**src/rtl/acia_rx_fifo.sv**
```systemverilog
// -----------------------------------------------------------------------------
// acia_rx_fifo
//
// Receive-side character buffer between the ACIA receiver shift stage and the
// CPU register interface. Each received character is stored together with its
// {FRAME, PARITY} error flags. A CPU read of the data register pops one entry.
// The head entry is presented show-ahead on DOUT/DOUT_ERR.
//
// Optional feature macro: ACIA_RX_FIFO_AUTORTS_EN
//   defined   -> RTSB is driven by a two-state hysteresis machine
//                (deasserts at HIGH_WATER, reasserts at LOW_WATER).
//   undefined -> RTSB is tied to 0; HIGH_WATER/LOW_WATER are unused.
//
// Handshake: RX_VALID and RD_STB are single-cycle strobes with no back-pressure
// path. A push is accepted whenever the FIFO is not full, or is full but a pop
// is taken in the same cycle. A pop is taken whenever the FIFO is not empty.
// A push that cannot be accepted is dropped and sets the sticky OVERRUN flag.
//
// Ports:
//   PHI2      in   clock, all state updates on the rising edge
//   RESET     in   synchronous active-high reset
//   RX_DATA   in   [7:0] received character
//   RX_ERR    in   [1:0] {FRAME, PARITY} for RX_DATA
//   RX_VALID  in   push strobe
//   RD_STB    in   pop strobe (CPU read of the data register)
//   OVR_CLR   in   clear of OVERRUN (CPU read of the status register)
//   DOUT      out  [7:0] head character (valid when ~EMPTY)
//   DOUT_ERR  out  [1:0] head {FRAME, PARITY}
//   EMPTY     out  fill level is zero
//   FULL      out  fill level is DEPTH
//   COUNT     out  [AW:0] fill level
//   OVERRUN   out  sticky: a push was dropped
//   LVL_IRQ   out  COUNT >= IRQ_LEVEL
//   RTSB      out  active-low request-to-send; its level is the RTS FSM state
// -----------------------------------------------------------------------------
module acia_rx_fifo #(
   parameter int DEPTH      = 16,
   parameter int AW         = $clog2(DEPTH),
   parameter int HIGH_WATER = 12,
   parameter int LOW_WATER  = 4,
   parameter int IRQ_LEVEL  = 1
) (
   input  logic          PHI2,
   input  logic          RESET,
   input  logic [7:0]    RX_DATA,
   input  logic [1:0]    RX_ERR,
   input  logic          RX_VALID,
   input  logic          RD_STB,
   input  logic          OVR_CLR,
   output logic [7:0]    DOUT,
   output logic [1:0]    DOUT_ERR,
   output logic          EMPTY,
   output logic          FULL,
   output logic [AW:0]   COUNT,
   output logic          OVERRUN,
   output logic          LVL_IRQ,
   output logic          RTSB
);

   localparam logic [AW:0]   DEPTH_L = (AW+1)'(DEPTH);
   localparam logic [AW:0]   IRQ_L   = (AW+1)'(IRQ_LEVEL);
   localparam logic [AW-1:0] PTR_ONE = AW'(1);

   // Storage: {err[1:0], data[7:0]} per entry. Not reset; only pointers and
   // count define which entries are live.
   logic [9:0]    mem_q [DEPTH];

   logic [AW-1:0] wptr_q, wptr_d;
   logic [AW-1:0] rptr_q, rptr_d;
   logic [AW:0]   count_q, count_d;
   logic          ovr_q, ovr_d;

   logic          empty_w;
   logic          full_w;
   logic          push_ok;
   logic          pop_ok;
   logic          drop;

   // Flags decode from the count register only, so no strobe reaches them
   // combinationally.
   assign empty_w = (count_q == '0);
   assign full_w  = (count_q == DEPTH_L);

   // A pop while full frees a slot in the same edge, so the push still fits.
   // A pop while empty is ignored even if a push arrives alongside it.
   assign pop_ok  = RD_STB & ~empty_w;
   assign push_ok = RX_VALID & (~full_w | pop_ok);
   assign drop    = RX_VALID & ~push_ok;

   always_comb begin
      wptr_d  = wptr_q;
      rptr_d  = rptr_q;
      count_d = count_q;
      ovr_d   = ovr_q;

      if (push_ok) begin
         wptr_d = wptr_q + PTR_ONE;
      end
      if (pop_ok) begin
         rptr_d = rptr_q + PTR_ONE;
      end

      case ({push_ok, pop_ok})
         2'b10:   count_d = count_q + 1'b1;
         2'b01:   count_d = count_q - 1'b1;
         default: count_d = count_q;
      endcase

      // Set has priority over clear when both occur on the same edge.
      if (OVR_CLR) begin
         ovr_d = 1'b0;
      end
      if (drop) begin
         ovr_d = 1'b1;
      end
   end

   always_ff @(posedge PHI2) begin
      if (RESET) begin
         wptr_q  <= '0;
         rptr_q  <= '0;
         count_q <= '0;
         ovr_q   <= 1'b0;
      end else begin
         wptr_q  <= wptr_d;
         rptr_q  <= rptr_d;
         count_q <= count_d;
         ovr_q   <= ovr_d;
      end
   end

   always_ff @(posedge PHI2) begin
      if (!RESET && push_ok) begin
         mem_q[wptr_q] <= {RX_ERR, RX_DATA};
      end
   end

   // Show-ahead head entry.
   assign DOUT     = mem_q[rptr_q][7:0];
   assign DOUT_ERR = mem_q[rptr_q][9:8];

   assign EMPTY    = empty_w;
   assign FULL     = full_w;
   assign COUNT    = count_q;
   assign OVERRUN  = ovr_q;
   assign LVL_IRQ  = (count_q >= IRQ_L);

`ifdef ACIA_RX_FIFO_AUTORTS_EN
   localparam logic [AW:0] HIGH_L = (AW+1)'(HIGH_WATER);
   localparam logic [AW:0] LOW_L  = (AW+1)'(LOW_WATER);

   typedef enum logic {
      RTS_ASSERT = 1'b0,   // RTSB = 0, remote may send
      RTS_HOLD   = 1'b1    // RTSB = 1, remote held off
   } rts_state_e;

   rts_state_e rts_state_q, rts_state_d;

   always_ff @(posedge PHI2) begin
      if (RESET) begin
         rts_state_q <= RTS_ASSERT;
      end else begin
         rts_state_q <= rts_state_d;
      end
   end

   // Thresholds compare against the next-cycle count so RTSB changes on the
   // same edge that moves the fill level across a water mark.
   always_comb begin
      rts_state_d = rts_state_q;
      case (rts_state_q)
         RTS_ASSERT: if (count_d >= HIGH_L) rts_state_d = RTS_HOLD;
         RTS_HOLD:   if (count_d <= LOW_L)  rts_state_d = RTS_ASSERT;
         default:    rts_state_d = RTS_ASSERT;
      endcase
   end

   assign RTSB = (rts_state_q == RTS_HOLD);
`else
   assign RTSB = 1'b0;
`endif

endmodule

```
**config.mk**
```make
export PLATFORM = sky130hd
export DESIGN_NAME = acia_rx_fifo
export DESIGN_NICKNAME = d
export VERILOG_FILES = /design/src/rtl/acia_rx_fifo.sv
export SDC_FILE = /design/constraint.sdc
export NUM_CORES = 1
export LEC_CHECK = 0
export CORE_MARGIN = 10
export CORE_UTILIZATION = 51
export CTS_CLUSTER_SIZE = 10
export DETAILED_ROUTE_END_ITERATION = 10
export PLACE_DENSITY = 0.69
export SYNTH_ARGS = -nofsm -noshare
export SYNTH_HDL_FRONTEND = slang
export SYNTH_SLANG_ARGS = --single-unit
```
**constraint.sdc**
```tcl
create_clock -name PHI2 -period 4.3 [get_ports PHI2]
set_clock_uncertainty 0.05 [all_clocks]
set_input_delay 1.29 -clock PHI2 [delete_from_list [all_inputs] [get_ports PHI2]]
set_output_delay 1.29 -clock PHI2 [all_outputs]
set_load 0.05 [all_outputs]
```
==> flow_metrics.tcl <==
set metrics [dict create \
    synthCells 368 \
    rsz0062_at_grt "no" \
    clock_path_buffers 2 \
    reg2reg_setup_slack_ps 1750 \
    drtAntennaViolNets 0 \
    fin_nets 451 \
    die_w_um 137.1 \
    cp_max_fo 40 \
    clk_latency_ps 420 \
    synthTopCellsByArea "edfxtp_1, mux4_2, dfxtp_1, a22oi_1, ha_1" \
    synthDominantCellAreaShare_pct 68.66 \
    numClockSinks 178 \
    fin_cells 616 \
    layout-drive-gt1-share_pct 24.09 \
    via_per_inst 5.614 \
    ctsResizeCount 0 \
    layout_common_cells "edfxtp_1, mux4_2, clkdlybuf4s50_1, nor2_1" \
    coreArea_um2 13350 \
    cts_tree "yes" \
    cts_made_buffers 17 \
    antenna_found_initial 0 \
    ys_seq_area_share_pct 73.81 \
    max_stage_delay_ps 710 \
    antenna_cells 0 \
    p_leak_nw 2.700 \
    fmax_mhz 244.7 \
    worst_slack_ps 214.0 \
    r2r_cells 5 \
    crit_path_top_delay_cell "clkdlybuf4s50_1" \
    syn_to_final_growth_pct 17.90 \
    first_pass_iters 5 \
    drt-total-wl_mm 13.36 \
    synth.avg_cell_area_um2 19.02 \
    placementRows 42 \
    dieArea_um2 18810 \
    grt_max_degree 41 \
    syn_nets 392 \
    slew_headroom_pct 33.07 \
    htree_levels 4 \
    finalPower_mw 4.560 \
    layout_commonest_cell "edfxtp_1" \
    rr_startpoint "COUNT[0]" \
    dp.cells 584 \
    dr_total_vias 3458 \
    drt_first_iter_violations 389 \
    start_util_pct 52.43 \
    startpoint_type "register" \
    ys_types 42 \
    clock_tree.root_cell "clkbuf_16" \
    grt.overflow.total 0 \
    period_needed_ps 4086 \
    drcViolationCount 0 \
    cp-end-kind "output port" \
    globalplace.congestion 0.7562 \
    yosys.area.top_type "edfxtp_1" \
    setup_tns_ps 0 \
    hold_class "reg2reg" \
    status "completed" \
    worstHoldPathCells 2 \
    min_period_over_period_pct 95.02 \
    reg2reg_to "mem_q[7][3]" \
    synth_edf_count 160 \
    crit_path_cell_trace "buf_12 -> mux4_2 -> a22oi_1 -> nand2_1 -> clkdlybuf4s50_1" \
    die_h_um 137.1 \
    max_slew.worst_pin.slew_ps 1000 \
    peakVddDrop_uv 645.6 \
    syn_area_um2 6998 \
    yosys_warnings 0 \
    path_clk_slew_ps 70 \
    slew_violations 0 \
    crit_arrival_ps 2750 \
    synthArstFlopShare_pct 0 \
    p_per_area_nw_per_um2 552.7 \
    crit_path_end "DOUT_ERR[1]" \
    fill_cells 966 \
    port_buffers 33 \
    io_pins 35 \
    synth-seq-cells 178 \
    grt_pass1_wl_mm 20.94 \
    wire_per_inst_um 21.68 \
    setup_viol 0 \
    hold_viol 0 \
    grt_util_all_layers_pct 15.37 \
    cts_hold_buf 0 \
    postCtsSetupRepairBufs 0 \
    dpl.hpwl_mm 8.996 \
    cap_violations 0 \
    required_ps 2960 \
    critical_path_class "reg2out" \
    dp_slack_ps 642.9 \
    synth-main-ff-cell "edfxtp_1" \
    grt_pass1_vias 3680 \
]
[per-layer routing]
layer	share of wire (%)	wire length (um)	global-route usage (%)	vias to the layer above
met3	7.1	953	3.959	8
li1	-	-	-	1593
met2	53	7052	26.02	127
met5	0	0	0	-
met1	39	5218	18.69	1730
met4	1.0	133	5.445	0
[synthesized netlist by cell type, types with 2 or more instances]
cell	count
a21oi_1	2
a22oi_1	21
and3_1	2
buf_1	3
buf_2	5
clkbuf_1	7
dfxtp_1	18
edfxtp_1	160
ha_1	9
inv_1	7
mux2_2	3
mux4_2	40
nand2_1	18
nand2b_1	2
nand3_1	3
nor2_1	29
nor2b_1	6
nor3_1	3
nor4_1	2
o21a_1	2
or3_1	2
xor2_1	4
[power breakdown]
group          internal [mW]  leakage, nW  switching [mW]
logic                  0.490        0.826           0.630
registers               1.93         1.59          0.0608
clock network          0.815        0.285           0.633
[cell families (layout without fill, tap and decap cells)]
kind of cell	count (synthesis)	count (layout)	synth area share, %
other	1	1	0.05359
AND/OR/NAND/NOR	75	75	5.274
flip-flops	178	178	73.81
adder cells (fa/ha/maj)	9	9	1.609
multiplexers	45	45	13.66
AO/OA/AOI/OAI	31	31	3.469
XOR/XNOR	5	5	0.6258
buffers and inverters	24	96	1.502
[stage by stage]
step                hold slack (ps)  util, %  cell area [um^2]
CTS                           429.3    61.81              8250
global placement              410.8    57.53              7679
global route                  464.8    61.81              8250
detailed placement            416.3    57.53              7679
floorplan                     412.9        -              6998
finish                        426.4    61.81              8250
[worst max-delay path: cells and delay by family, from the launching register on]
family / cells / cell delay [ps]
buffers and inverters: 2 / 1000
AOI/OAI and AO/OA: 1 / 310
muxes: 1 / 540
DFF: 1 / 340
and+or+nand+nor: 1 / 80
[final cells by class]
| class | count | area [um^2] | share of cell area [%] |
|---|---|---|---|
| repair buffers | 56 | 528.0 | 6.400 |
| clock buffers | 19 | 475.5 | 5.763 |
| inverters | 8 | 35.03 | 0.4246 |
| multi-input cells | 166 | 1728 | 20.94 |
| clock inverters | 13 | 96.34 | 1.168 |
| flip-flops and latches | 178 | 5167 | 62.63 |
| well taps | 176 | 220.2 | 2.669 |
[state kept, by name (all words and copies together) (netlist names), named ones only]
signal,cells
COUNT,5
OVERRUN,1
mem_q,160
rptr_q,4
wptr_q,4
[worst min path at each step]
stage	from	end	slack (ps)
2_1_floorplan	rptr_q[1]	register	410
3_3_place_gp	OVERRUN	OVERRUN	410
3_5_place_dp	OVERRUN	OVERRUN	420
4_1_cts	OVERRUN	OVERRUN	430
5_1_grt	OVERRUN	OVERRUN	460
6_report	OVERRUN	OVERRUN	430
No activity file was read; power rests on OpenSTA's default activity.
